**config.mk**
```make
export PLATFORM = sky130hd
export DESIGN_NAME = pq_op_issuer
export DESIGN_NICKNAME = d
export VERILOG_FILES = /design/src/rtl/pq_issuer_pkg.sv /design/src/rtl/pq_op_issuer.sv
export SDC_FILE = /design/constraint.sdc
export NUM_CORES = 1
export LEC_CHECK = 0
export BUFFER_PORTS_ARGS = -buffer_cell sky130_fd_sc_hd__buf_2
export CAP_MARGIN = 40
export CORE_ASPECT_RATIO = 1.4
export CORE_UTILIZATION = 40
export CTS_CLUSTER_DIAMETER = 120
export DETAILED_ROUTE_END_ITERATION = 10
export GPL_TIMING_DRIVEN = 0
export HOLD_SLACK_MARGIN = 0.12
export SLEW_MARGIN = 20
export SYNTH_ARGS = -nofsm -noshare
export SYNTH_HDL_FRONTEND = slang
export SYNTH_SLANG_ARGS = --single-unit
```
**constraint.sdc**
```tcl
create_clock -name i_CLK -period 4.3 [get_ports i_CLK]
set_input_delay 0.215 -clock i_CLK [delete_from_list [all_inputs] [get_ports i_CLK]]
set_output_delay 0.215 -clock i_CLK [all_outputs]
set_load 0.02 [all_outputs]
```
**src/rtl/pq_issuer_pkg.sv**
```systemverilog
// Shared types and default settle gaps for the priority-queue operation issuer.
package pq_issuer_pkg;

    typedef enum logic [1:0] {
        OP_ILLEGAL = 2'b00,
        OP_ENQ     = 2'b01,
        OP_DEQ     = 2'b10,
        OP_REP     = 2'b11
    } pq_op_t;

    typedef enum logic [1:0] {
        IDLE  = 2'b00,
        ISSUE = 2'b01,
        WAIT  = 2'b10,
        RESP  = 2'b11
    } issuer_state_t;

    localparam int DEF_QUEUE_SIZE = 8;
    localparam int DEF_DATA_WIDTH = 16;
    localparam int DEF_ENQ_GAP    = 2;
    localparam int DEF_DEQ_GAP    = 3;
    localparam int DEF_REP_GAP    = 2;

endpackage

```
**src/rtl/pq_op_issuer.sv**
```systemverilog
// Front end for the max-first systolic queue: one op at a time, legality check,
// single-cycle queue pulses with settle gaps, and a held response.
//
// state | meaning
// IDLE  | ready for a request; top-of-queue snapshot taken at handshake
// ISSUE | queue pulse on o_q_wrt/o_q_read is visible this cycle
// WAIT  | counting down the op's settle gap, queue pins idle
// RESP  | response held until i_rsp_ready
module pq_op_issuer
    import pq_issuer_pkg::*;
#(
    parameter int QUEUE_SIZE = DEF_QUEUE_SIZE,
    parameter int DATA_WIDTH = DEF_DATA_WIDTH,
    parameter int ENQ_GAP    = DEF_ENQ_GAP,
    parameter int DEQ_GAP    = DEF_DEQ_GAP,
    parameter int REP_GAP    = DEF_REP_GAP
) (
    input  logic                                i_CLK,
    input  logic                                i_RSTn,
    input  logic                                i_req_valid,
    output logic                                o_req_ready,
    input  logic [1:0]                          i_req_op,
    input  logic [DATA_WIDTH-1:0]               i_req_data,
    output logic                                o_rsp_valid,
    input  logic                                i_rsp_ready,
    output logic [1:0]                          o_rsp_op,
    output logic [DATA_WIDTH-1:0]               o_rsp_data,
    output logic                                o_rsp_err,
    output logic                                o_q_wrt,
    output logic                                o_q_read,
    output logic [DATA_WIDTH-1:0]               o_q_data,
    input  logic                                i_q_full,
    input  logic                                i_q_empty,
    input  logic [DATA_WIDTH-1:0]               i_q_top,
    output logic [$clog2(QUEUE_SIZE+1)-1:0]     o_count
);

    localparam int CW = $clog2(QUEUE_SIZE + 1);
    localparam int GW = 8;

    issuer_state_t         state, state_nxt;
    pq_op_t                op_q, op_nxt, req_op;
    logic [DATA_WIDTH-1:0] data_q, data_nxt, top_q, top_nxt;
    logic [GW-1:0]         gap_cnt, gap_nxt;
    logic                  q_wrt_nxt, q_read_nxt;
    logic [DATA_WIDTH-1:0] q_data_nxt;
    logic                  rsp_valid_nxt, rsp_err_nxt;
    logic [1:0]            rsp_op_nxt;
    logic [DATA_WIDTH-1:0] rsp_data_nxt;
    logic [CW-1:0]         count_nxt;
    logic                  req_err;
    logic                  op_done;

    function automatic logic [GW-1:0] gap_of(input pq_op_t op);
        case (op)
            OP_ENQ:  gap_of = GW'(ENQ_GAP);
            OP_DEQ:  gap_of = GW'(DEQ_GAP);
            OP_REP:  gap_of = GW'(REP_GAP);
            default: gap_of = '0;
        endcase
    endfunction

    assign o_req_ready = (state == IDLE);
    assign req_op      = pq_op_t'(i_req_op);
    assign req_err     = (req_op == OP_ILLEGAL)
                       | ((req_op == OP_ENQ) & i_q_full)
                       | (((req_op == OP_DEQ) | (req_op == OP_REP)) & i_q_empty);

    always_comb begin
        state_nxt     = state;
        op_nxt        = op_q;
        data_nxt      = data_q;
        top_nxt       = top_q;
        gap_nxt       = gap_cnt;
        q_wrt_nxt     = 1'b0;
        q_read_nxt    = 1'b0;
        q_data_nxt    = '0;
        rsp_valid_nxt = o_rsp_valid;
        rsp_op_nxt    = o_rsp_op;
        rsp_data_nxt  = o_rsp_data;
        rsp_err_nxt   = o_rsp_err;
        count_nxt     = o_count;
        op_done       = 1'b0;

        case (state)
            IDLE: begin
                if (i_req_valid) begin
                    op_nxt   = req_op;
                    data_nxt = i_req_data;
                    top_nxt  = i_q_top;
                    if (req_err) begin
                        state_nxt     = RESP;
                        rsp_valid_nxt = 1'b1;
                        rsp_op_nxt    = i_req_op;
                        rsp_data_nxt  = '0;
                        rsp_err_nxt   = 1'b1;
                    end else begin
                        // Pulse is registered here so it shows during the ISSUE cycle.
                        state_nxt  = ISSUE;
                        q_wrt_nxt  = (req_op == OP_ENQ) | (req_op == OP_REP);
                        q_read_nxt = (req_op == OP_DEQ) | (req_op == OP_REP);
                        q_data_nxt = i_req_data;
                        if ((req_op == OP_ENQ) && (o_count != CW'(QUEUE_SIZE)))
                            count_nxt = o_count + CW'(1);
                        else if ((req_op == OP_DEQ) && (o_count != '0))
                            count_nxt = o_count - CW'(1);
                    end
                end
            end
            ISSUE: begin
                if (gap_of(op_q) == '0) begin
                    op_done = 1'b1;
                end else begin
                    state_nxt = WAIT;
                    gap_nxt   = gap_of(op_q);
                end
            end
            WAIT: begin
                if (gap_cnt <= GW'(1))
                    op_done = 1'b1;
                else
                    gap_nxt = gap_cnt - GW'(1);
            end
            RESP: begin
                if (i_rsp_ready) begin
                    state_nxt     = IDLE;
                    rsp_valid_nxt = 1'b0;
                end
            end
            default: state_nxt = IDLE;
        endcase

        // Successful REP returns the pre-replace max even if the new value is larger.
        if (op_done) begin
            state_nxt     = RESP;
            rsp_valid_nxt = 1'b1;
            rsp_op_nxt    = op_q;
            rsp_err_nxt   = 1'b0;
            rsp_data_nxt  = (op_q == OP_ENQ) ? '0 : top_q;
        end
    end

    always_ff @(posedge i_CLK) begin
        if (!i_RSTn) begin
            state       <= IDLE;
            op_q        <= OP_ILLEGAL;
            data_q      <= '0;
            top_q       <= '0;
            gap_cnt     <= '0;
            o_q_wrt     <= 1'b0;
            o_q_read    <= 1'b0;
            o_q_data    <= '0;
            o_rsp_valid <= 1'b0;
            o_rsp_op    <= '0;
            o_rsp_data  <= '0;
            o_rsp_err   <= 1'b0;
            o_count     <= '0;
        end else begin
            state       <= state_nxt;
            op_q        <= op_nxt;
            data_q      <= data_nxt;
            top_q       <= top_nxt;
            gap_cnt     <= gap_nxt;
            o_q_wrt     <= q_wrt_nxt;
            o_q_read    <= q_read_nxt;
            o_q_data    <= q_data_nxt;
            o_rsp_valid <= rsp_valid_nxt;
            o_rsp_op    <= rsp_op_nxt;
            o_rsp_data  <= rsp_data_nxt;
            o_rsp_err   <= rsp_err_nxt;
            o_count     <= count_nxt;
        end
    end

endmodule

```
==> results of run 1 <==
## state kept, by name (all words and copies together), names as in the netlist
signal and count:
o_q_data 16, o_rsp_data 16, top_q 16, gap_cnt 8, o_count 4, o_rsp_op 2, op_q 2, state 2
o_q_read 1, o_q_wrt 1, o_rsp_err 1, o_rsp_valid 1
## metrics by stage
step           setup WS [ns]  utilization  cells
2_1_floorplan           2.14            -    286
3_3_place_gp            1.92        0.497    460
3_5_place_dp            1.91        0.497    460
4_1_cts                 1.88        0.582    508
5_1_grt                 1.74        0.582    508
6_report                1.90        0.582    508
## what timing repair did
action / CTS / global route
gates resized for setup: 0 / 0
hold endpoints to repair: 32 / 0
setup buffers: 0 / 0
hold buffers: 32 / 0
## metal layers
metal,vias to the layer above,track usage,part of all wire
met2,55,0.314,0.51
li1,1230,-,-
met5,-,0,0
met3,7,0.0572,0.041
met1,1112,0.203,0.44
met4,0,0.0769,0.013
## report_power, final
part	switching, uW	internal (uW)	total (uW)
clock network	259	388	647
registers	66.5	741	807
logic	355	282	637
total	681	1410	2090
## worst paths after layout
path              endpoint  slack (ns)
max          o_rsp_data[5]        1.90
min                op_q[0]        0.16
max reg2reg  o_rsp_data[5]        1.90
min reg2reg       top_q[2]        0.46
## area by class of cell
type | instances | area [sq um] | area share
flip-flops and latches | 70 | 1400 | 0.364
plain buffers | 13 | 72.6 | 0.0188
well taps | 92 | 115 | 0.0299
multi-input cells | 195 | 1250 | 0.326
repair buffers | 114 | 731 | 0.190
clock buffers | 9 | 124 | 0.0322
clock inverters | 7 | 121 | 0.0315
inverters | 8 | 30.0 | 0.00780
## synthesized netlist by cell type (2+ instances only)
master	number	area, sq um
nand3_1	5	25.0
xnor2_1	4	35.0
a21oi_1	27	135
nand2b_1	5	31.3
and3_1	3	18.8
nor2_1	10	37.5
o21ai_0	8	40.0
nand2_1	43	161
nor2b_1	4	25.0
a31oi_1	3	18.8
mux2i_1	9	90.1
ha_1	9	113
dfxtp_1	70	1400
o211a_1	3	30.0
buf_6	3	33.8
clkbuf_1	8	30.0
and2_1	20	125
inv_1	7	26.3
nor3_1	5	25.0
a22o_1	16	140
nor3b_1	2	15.0
## critical path, stage by stage (launching register included)
cell	delay [ns]
dfxtp_1	0.42
inv_1	0.09
ha_1	0.21
or2_2	0.32
and3b_1	0.18
buf_6	0.14
o21ai_4	0.24
nor3b_4	0.41
buf_6	0.20
a22o_1	0.13
## kinds of logic (layout without fill, tap and decap cells)
logic type | count (synthesis) | count (layout) | synth area share
XOR/XNOR | 5 | 5 | 0.0159
multiplexers | 9 | 9 | 0.0327
flip-flops | 70 | 70 | 0.508
adder cells (fa/ha/maj) | 10 | 10 | 0.0481
buffers and inverters | 21 | 151 | 0.0372
AO/OA/AOI/OAI | 64 | 64 | 0.157
AND/OR/NAND/NOR | 107 | 107 | 0.201
==> run_results.csv, run 1 <==
group,metric,value,unit
status,status,"complete, no violations",
floorplan,die_area,7240,sq um
cts,cts_tree,"yes",
cts,numCtsBuffers,9,
synth,yosysSeqAreaShare,0.508,
routing,drc_errors,0,
cts,h-tree-depth,3,
global_route,gr-usage-all-layers,0.182,
synth,yosys_most_used_dff,"dfxtp_1",
synth,async_flop_share,0,
synth,synth_area,2760,sq um
placement,placed_area,3280,sq um
routing,via_count,2404,
synth,avgSynthCellArea,9.65,sq um
placement,dp_hpwl,4.35,mm
critical_path,critical_path_class,"reg -> reg",
worst_hold_path,hold_path_class,"in -> reg",
placement,portBuffers,82,
cts,clkSinkCount,70,
power_and_ir_drop,p_leak,0.00179,uW
sta,fmax,417,MHz
floorplan,dieWidth,72.2,um
critical_path,critPathRequiredTime,4.59,ns
power_and_ir_drop,powerDensity,543,nW/um^2
global_route,grt_max_degree,14,
cells_and_area,drive_above_1_share,0.260,
cts,insertion_delay,0.35,ns
synth,ys_ff_latch,70,
sta,tightestPinTransition,0.543,ns
critical_path,end_kind,"flop",
critical_path,worstReg2RegStart,"gap_cnt[0]",
sta,fin_crit_sh,0.557,
critical_path,critPathArrivalTime,2.69,ns
floorplan,coreArea,6610,sq um
sta,tns,0,ns
cts,cts_root_buffer,"clkbuf_8",
cts,cts_max_path_buffers,2,
routing,dr.pass1.iters,4,
cells_and_area,syn2layout_area_growth,39.5,%
cells_and_area,fill_cells,609,
routing,drt_iter0_drc,78,
routing,drt-total-wl,6.27,mm
cells_and_area,final_common_cell,"buf_2",
cells_and_area,final_area,3850,sq um
critical_path,crit_fanout,10,
worst_hold_path,whs_path_depth,3,
cells_and_area,final_cell_mix,"buf_2 (83), dfxtp_1 (70), nand2_1 (43)",
power_and_ir_drop,vdd_drop_max,0.371,mV
sta,setup_violations,0,
global_route,grt_pass1_wl,9.96,mm
floorplan,ios,83,
placement,place_congestion,0.758,
synth,synthCells,286,
sta,skew,0.0123,ns
sta,rsz0062_at_grt,"false",
synth,ys_types,43,
cells_and_area,diodes,0,
critical_path,startpoint_type,"flop",
critical_path,crit_start,"gap_cnt[0]",
routing,postRouteAntennaNets,0,
sta,timing.hold.ws,0.156,ns
cts,clk_pin_slew,0.08,ns
synth,synth_fp_nets,336,
worst_hold_path,hold_path_startpoint,"i_req_op[0]",
floorplan,start_util,0.417,
sta,max_slew_margin,0.634,
cells_and_area,fin_nets,461,
synth,synth_edf_count,0,
routing,vias_per_cell,4.73,
global_route,grt_pass1_vias,2192,
sta,hold_viol,0,
sta,period_minus_slack,2.40,ns
critical_path,ff2ff_path_depth,9,
floorplan,fp.dieH,100,um
global_route,grt_antenna_before_repair,0,
sta,drv_slew,0,
global_route,grt_overflow,0,
floorplan,std_cell_rows,35,
synth,yosysWarnings,0,
power_and_ir_drop,power,2090,uW
routing,wire_per_inst,12.3,um
flow_run,maxCapViolCount,0,
Power figures use the tool's default switching activity.
==> inputs of run 2 (changes only) <==
PLACE_DENSITY = 0.67   (was not set)
clock period = 2 ns   (was 4.3 ns; I/O delays follow)
==> run 2 against run 1 <==
Effect of this change:
- critical path type unchanged
- clock skew fell by 0.0047 ns
- first-iteration DRC count rose by 35%
- clock power rose by 81%
- register-to-register slack got worse by 1.9 ns
- design area rose by 4.8%
- sequential power rose by 120%
- die area did not move
- fmax rose by 21%
- core utilization rose by 2.8 points
- hold slack improved by 0.013 ns
- combinational power rose by 150%
- wire length rose by 9.3%
- critical endpoint is now o_count[3]
==> run_results.csv, run 2 (synthesis results as in run 1) <==
group,metric,value,unit
status,status,"complete, no violations",
floorplan,die_area,7240,sq um
power_and_ir_drop,clkPwrFrac,0.258,
global_route,grt_pass1_wl,11.1,mm
cts,clkSinkCount,70,
worst_hold_path,whs_path_depth,4,
critical_path,critPathRequiredTime,2.27,ns
critical_path,r2r_setup_slack,0.02,ns
cells_and_area,final_cell_mix,"buf_2 (83), dfxtp_1 (62), nand2_1 (43)",
critical_path,reg2reg_to,"o_count[3]",
routing,drt-total-wl,6.85,mm
sta,fin_crit_sh,0.988,
global_route,gr-usage-all-layers,0.199,
worst_hold_path,hold-path-endpoint,"o_rsp_op[0]",
floorplan,ios,83,
critical_path,end_kind,"flop",
global_route,grt_pass1_vias,2380,
flow_run,maxCapViolCount,0,
worst_hold_path,hold_path_startpoint,"i_req_op[0]",
placement,placed_area,3300,sq um
routing,wire_per_inst,13.2,um
sta,max_slew_margin,0.650,
power_and_ir_drop,p_leak,0.00186,uW
critical_path,critical_path_class,"reg -> reg",
critical_path,cp_slowest_stage_delay,0.39,ns
power_and_ir_drop,power.share.sequential,0.391,
routing,dr.pass1.iters,4,
sta,skew,0.00760,ns
sta,period_minus_slack,1.98,ns
power_and_ir_drop,pwr-share-comb,0.351,
cells_and_area,fin_nets,474,
cells_and_area,drive_above_1_share,0.329,
power_and_ir_drop,switching_share,0.335,
critical_path,crit_fanout,6,
power_and_ir_drop,intPower,3010,uW
floorplan,std_cell_rows,35,
cells_and_area,final_area,4040,sq um
routing,drt_iter0_drc,105,
global_route,grt_overflow,0,
global_route,grt_antenna_before_repair,0,
global_route,grt_max_degree,13,
critical_path,critPathSlowestCell,"dfxtp_4",
floorplan,coreArea,6610,sq um
placement,dp_hpwl,4.53,mm
cells_and_area,reg.largest.list,"o_q_data x16, o_rsp_data x16, top_q x16",
sta,hold_viol,0,
cells_and_area,fill_cells,564,
critical_path,crit_start,"o_count[0]",
critical_path,path_cells,"nor3_2, a21oi_2, inv_2, ha_1, a21o_1, a21oi_2, xnor2_1, or3_1, a21oi_1",
power_and_ir_drop,p_switching,1520,uW
power_and_ir_drop,powerDensity,1120,nW/um^2
routing,vias_per_cell,4.74,
routing,via_count,2472,
cells_and_area,syn2layout_area_growth,46.3,%
worst_hold_path,hold_path_class,"in -> reg",
cts,numCtsBuffers,9,
power_and_ir_drop,vdd_drop_max,0.499,mV
sta,rsz0062_at_grt,"true",
sta,timing.hold.ws,0.169,ns
cts,h-tree-depth,3,
cts,cts_max_path_buffers,2,
floorplan,dieWidth,72.2,um
routing,drc_errors,0,
critical_path,ff2ff_path_depth,9,
sta,tightestPinTransition,0.525,ns
critical_path,worstReg2RegStart,"o_count[0]",
cts,cts_root_buffer,"clkbuf_8",
cells_and_area,final_common_cell,"buf_2",
critical_path,critPathArrivalTime,2.25,ns
cts,cts_tree,"yes",
cts,insertion_delay,0.35,ns
placement,portBuffers,82,
cells_and_area,diodes,0,
sta,fmax,506,MHz
critical_path,crit_path_frequent_cell,"a21oi_2",
sta,drv_slew,0,
floorplan,start_util,0.417,
sta,setup_violations,0,
floorplan,fp.dieH,100,um
cts,clk_pin_slew,0.08,ns
placement,place_congestion,0.791,
critical_path,startpoint_type,"flop",
routing,postRouteAntennaNets,0,
-- run 2: power by group through the flow --
| stage | Combinational [uW] | Sequential [uW] | Clock (uW) |
|---|---|---|---|
| after global placement | 1330 | 1760 | 0 |
| after global routing | 1770 | 1800 | 1270 |
| after detailed placement | 1340 | 1770 | 0 |
| after floorplan | 951 | 1830 | 0 |
| final | 1590 | 1770 | 1170 |
| after CTS | 1460 | 1740 | 1200 |
-- run 2: worst max path at each step --
| stage | endpoint | slack, ns |
|---|---|---|
| 2_1_floorplan | o_count[3] | -0.01 |
| 3_3_place_gp | o_rsp_data[9] | -0.25 |
| 3_5_place_dp | o_rsp_data[6] | -0.29 |
| 4_1_cts | o_rsp_data[6] | -0.007 |
| 5_1_grt | o_count[3] | -0.11 |
| 6_report | o_count[3] | 0.02 |
-- run 2: cell type report --
class | instances | area (sq um) | area share
plain buffers | 13 | 76.3 | 0.0189
clock buffers | 11 | 151 | 0.0375
clock inverters | 5 | 57.6 | 0.0143
inverters | 8 | 35.0 | 0.00868
multi-input cells | 195 | 1320 | 0.327
flip-flops and latches | 70 | 1420 | 0.353
well taps | 92 | 115 | 0.0285
repair buffers | 127 | 856 | 0.212
-- run 2: through the flow --
| step | TNS (ns) | utilization | instances | setup slack (ns) | power (uW) |
|---|---|---|---|---|---|
| after floorplan | -0.0109 | - | 286 | -0.0109 | 2780 |
| after global placement | -3.42 | 0.499 | 460 | -0.250 | 3090 |
| final | 0 | 0.610 | 521 | 0.0246 | 4530 |
| after detailed placement | -3.82 | 0.499 | 460 | -0.288 | 3120 |
| after global routing | -0.570 | 0.610 | 521 | -0.106 | 4850 |
| after CTS | -0.0290 | 0.595 | 516 | -0.00745 | 4400 |
-- run 2: repair_timing --
| action | in CTS | in global routing |
|---|---|---|
| endpoints found under the setup margin | 18 | 42 |
| cloned | 0 | 1 |
| endpoints found under the hold margin | 37 | 0 |
| gates resized for setup | 8 | 24 |
| hold buffers | 35 | 0 |
| setup buffers | 5 | 4 |
| pin swaps | 1 | 5 |
-- run 2: layer usage --
metal / track usage / vias up / part of all wire
li1: - / 1262 / -
met1: 0.211 / 1152 / 0.41
met2: 0.362 / 48 / 0.54
met3: 0.0633 / 10 / 0.037
met4: 0.0694 / 0 / 0.017
met5: 0 / - / 0
-- run 2: worst max-delay path: cells and delay by family (launching register included) --
| family | cells | cell delay, ns |
|---|---|---|
| AOI/OAI and AO/OA | 4 | 0.67 |
| xor gates and xnor gates | 1 | 0.10 |
| adders and majority gates | 1 | 0.27 |
| buffers and inverters | 1 | 0.09 |
| DFF | 1 | 0.39 |
| and+or+nand+nor | 2 | 0.37 |
==> inputs of run 3 (changes only) <==
PLACE_DENSITY = not set   (was 0.67)
clock period = 2.3 ns   (was 2 ns; I/O delays follow)
==> run 3 against run 2 <==
Effect of this change:
- clock skew is 0.0035 ns higher
- largest power group unchanged
- non-clock buffer count shrank 6
- clock power rose by 3%
- hold slack worse by 0.036 ns
- sequential power down 14%
- design area shrank 2.8%
- count of clock-buffer cells in the layout is 2 lower
- final cell count is 1.2% lower
- critical path type is now in -> reg
- critical path depth is 2 higher
==> run_results.csv, run 3 (synthesis results as in run 1) <==
group,metric,value,unit
status,status,"complete, no violations",
placement,dp_hpwl,4.35,mm
worst_hold_path,hold_path_class,"in -> reg",
sta,fin_ws,0.136,ns
cells_and_area,diodes,0,
sta,drv_slew,0,
critical_path,critPathArrivalTime,2.43,ns
routing,dr.pass1.iters,4,
sta,tightestPinTransition,0.550,ns
sta,hold_viol,0,
worst_hold_path,whs_path_depth,3,
sta,max_slew_margin,0.629,
floorplan,dieWidth,72.2,um
sta,period_minus_slack,2.16,ns
cells_and_area,final_cell_mix,"buf_2 (83), dfxtp_1 (66), nand2_1 (43)",
routing,drt-total-wl,6.37,mm
cells_and_area,drive_above_1_share,0.286,
cts,cts_max_path_buffers,2,
critical_path,crit_fanout,7,
sta,fmax,462,MHz
cells_and_area,syn2layout_area_growth,42.3,%
routing,vias_per_cell,4.73,
cells_and_area,final_util,0.594,
critical_path,startpoint_type,"primary input",
floorplan,ios,83,
global_route,grt_max_degree,14,
global_route,grt_antenna_before_repair,0,
cts,insertion_delay,0.35,ns
critical_path,critPathBufInv,3,
power_and_ir_drop,p_leak,0.00183,uW
routing,drt_iter0_drc,85,
critical_path,worstReg2RegStart,"gap_cnt[0]",
floorplan,fp.dieH,100,um
routing,via_count,2434,
cells_and_area,final_area,3930,sq um
worst_hold_path,hold_path_startpoint,"i_RSTn",
critical_path,end_kind,"flop",
placement,dpl_worst_slack,-0.0895,ns
placement,place_congestion,0.758,
worst_hold_path,hold-path-endpoint,"gap_cnt[3]",
cells_and_area,final_common_cell,"buf_2",
placement,portBuffers,82,
critical_path,cp_slowest_stage_delay,0.54,ns
critical_path,crit_path_frequent_cell,"a21oi_1",
floorplan,std_cell_rows,35,
global_route,gr-usage-all-layers,0.184,
critical_path,r2r_setup_slack,0.17,ns
cts,cts_tree,"yes",
cts,clkSinkCount,70,
cells_and_area,reg.largest.list,"o_q_data x16, o_rsp_data x16, top_q x16",
critical_path,path_cells,"dlygate4sd3_1, buf_2, nand2b_1, a21oi_2, inv_1, ha_1, a21o_1, a21oi_1, xnor2_1, or3_1, a21oi_1",
power_and_ir_drop,vdd_drop_max,0.699,mV
routing,wire_per_inst,12.4,um
critical_path,ff2ff_path_depth,9,
floorplan,coreArea,6610,sq um
critical_path,reg2reg_to,"o_rsp_data[5]",
sta,skew,0.0111,ns
cts,cts_root_buffer,"clkbuf_8",
sta,setup_violations,0,
routing,drc_errors,0,
floorplan,start_util,0.417,
critical_path,critPathRequiredTime,2.57,ns
sta,rsz0062_at_grt,"false",
global_route,grt_pass1_wl,10.1,mm
cells_and_area,fin_nets,468,
critical_path,critPathTopFamily,"buffers and inverters",
critical_path,critPathSlowestCell,"dlygate4sd3_1",
floorplan,die_area,7240,sq um
global_route,grt_pass1_vias,2205,
cts,clk_pin_slew,0.08,ns
routing,postRouteAntennaNets,0,
flow_run,maxCapViolCount,0,
placement,placed_area,3280,sq um
cts,numCtsBuffers,9,
global_route,grt_overflow,0,
sta,fin_crit_sh,0.941,
cts,h-tree-depth,3,
power_and_ir_drop,powerDensity,1010,nW/um^2
critical_path,critical_path_class,"in -> reg",
run 3: changes by cell type in the layout (fill, tap and decap cells not counted), moves of 2 or more:
cell / delta
clkbuf_1: +2
bufinv_16: +2
inv_2: -2
inv_4: -2
buf_4: -2
dfxtp_4: -5
clkbuf_2: -2
clkbuf_8: -2
dfxtp_1: +4
buf_6: -2
inv_1: +4
ha_1: +3
ha_4: -3
run 3: timing repair:
action	CTS	global route
gates resized for setup	1	7
pin swaps	0	1
hold buffers	34	0
setup buffers	2	3
endpoints found under the hold margin	36	0
setup endpoints to repair	11	17
run 3: metal layers:
layer	vias to the layer above	GRT usage	wire [um]
met2	60	0.318	3210
met5	-	0	0
met3	6	0.0572	278
li1	1249	-	-
met1	1119	0.206	2800
met4	0	0.0769	80
run 3: worst max path at each step:
stage | startpoint | end | slack (ns) | cells past startpoint
3_3_place_gp | gap_cnt[0] | o_rsp_data[8] | -0.08 | 9
6_report | i_req_op[1] | o_count[3] | 0.14 | 11
3_5_place_dp | gap_cnt[0] | o_rsp_data[2] | -0.09 | 9
5_1_grt | i_req_op[1] | o_count[3] | 0.005 | 11
2_1_floorplan | o_count[0] | o_count[3] | 0.14 | 9
4_1_cts | gap_cnt[0] | o_rsp_data[5] | 0.02 | 9
run 3: per-stage QoR:
| step | total power (uW) | hold WS (ns) | cells | TNS [ns] |
|---|---|---|---|---|
| detailed placement | 2700 | 0.316 | 460 | -0.835 |
| floorplan | 2400 | 0.237 | 286 | 0 |
| global placement | 2670 | 0.314 | 460 | -0.817 |
| global route | 4220 | 0.137 | 515 | 0 |
| finish | 3970 | 0.133 | 515 | 0 |
| CTS | 3970 | 0.134 | 512 | 0 |
run 3: layout make-up:
class	instances	area, sq um
Clock inverter	7	121
Fill cell	615	2690
Buffer	13	73.8
Tap cell	92	115
Clock buffer	9	124
Sequential cell	70	1410
Multi-Input combinational cell	195	1270
Timing Repair Buffer	121	788
Inverter	8	30.0
run 3: worst reg2reg max path: cells and delay by family, from the launching register on:
family / cells / cell delay (ns)
compound gates: 2 / 0.32
fa+ha+maj: 1 / 0.21
buf+inv: 3 / 0.39
flops: 1 / 0.38
simple gates: 3 / 0.78
run 3: where the power goes:
group | internal [uW] | total (uW) | switching (uW)
sequential | 1390 | 1520 | 128
clock | 726 | 1210 | 484
combinational | 566 | 1240 | 676
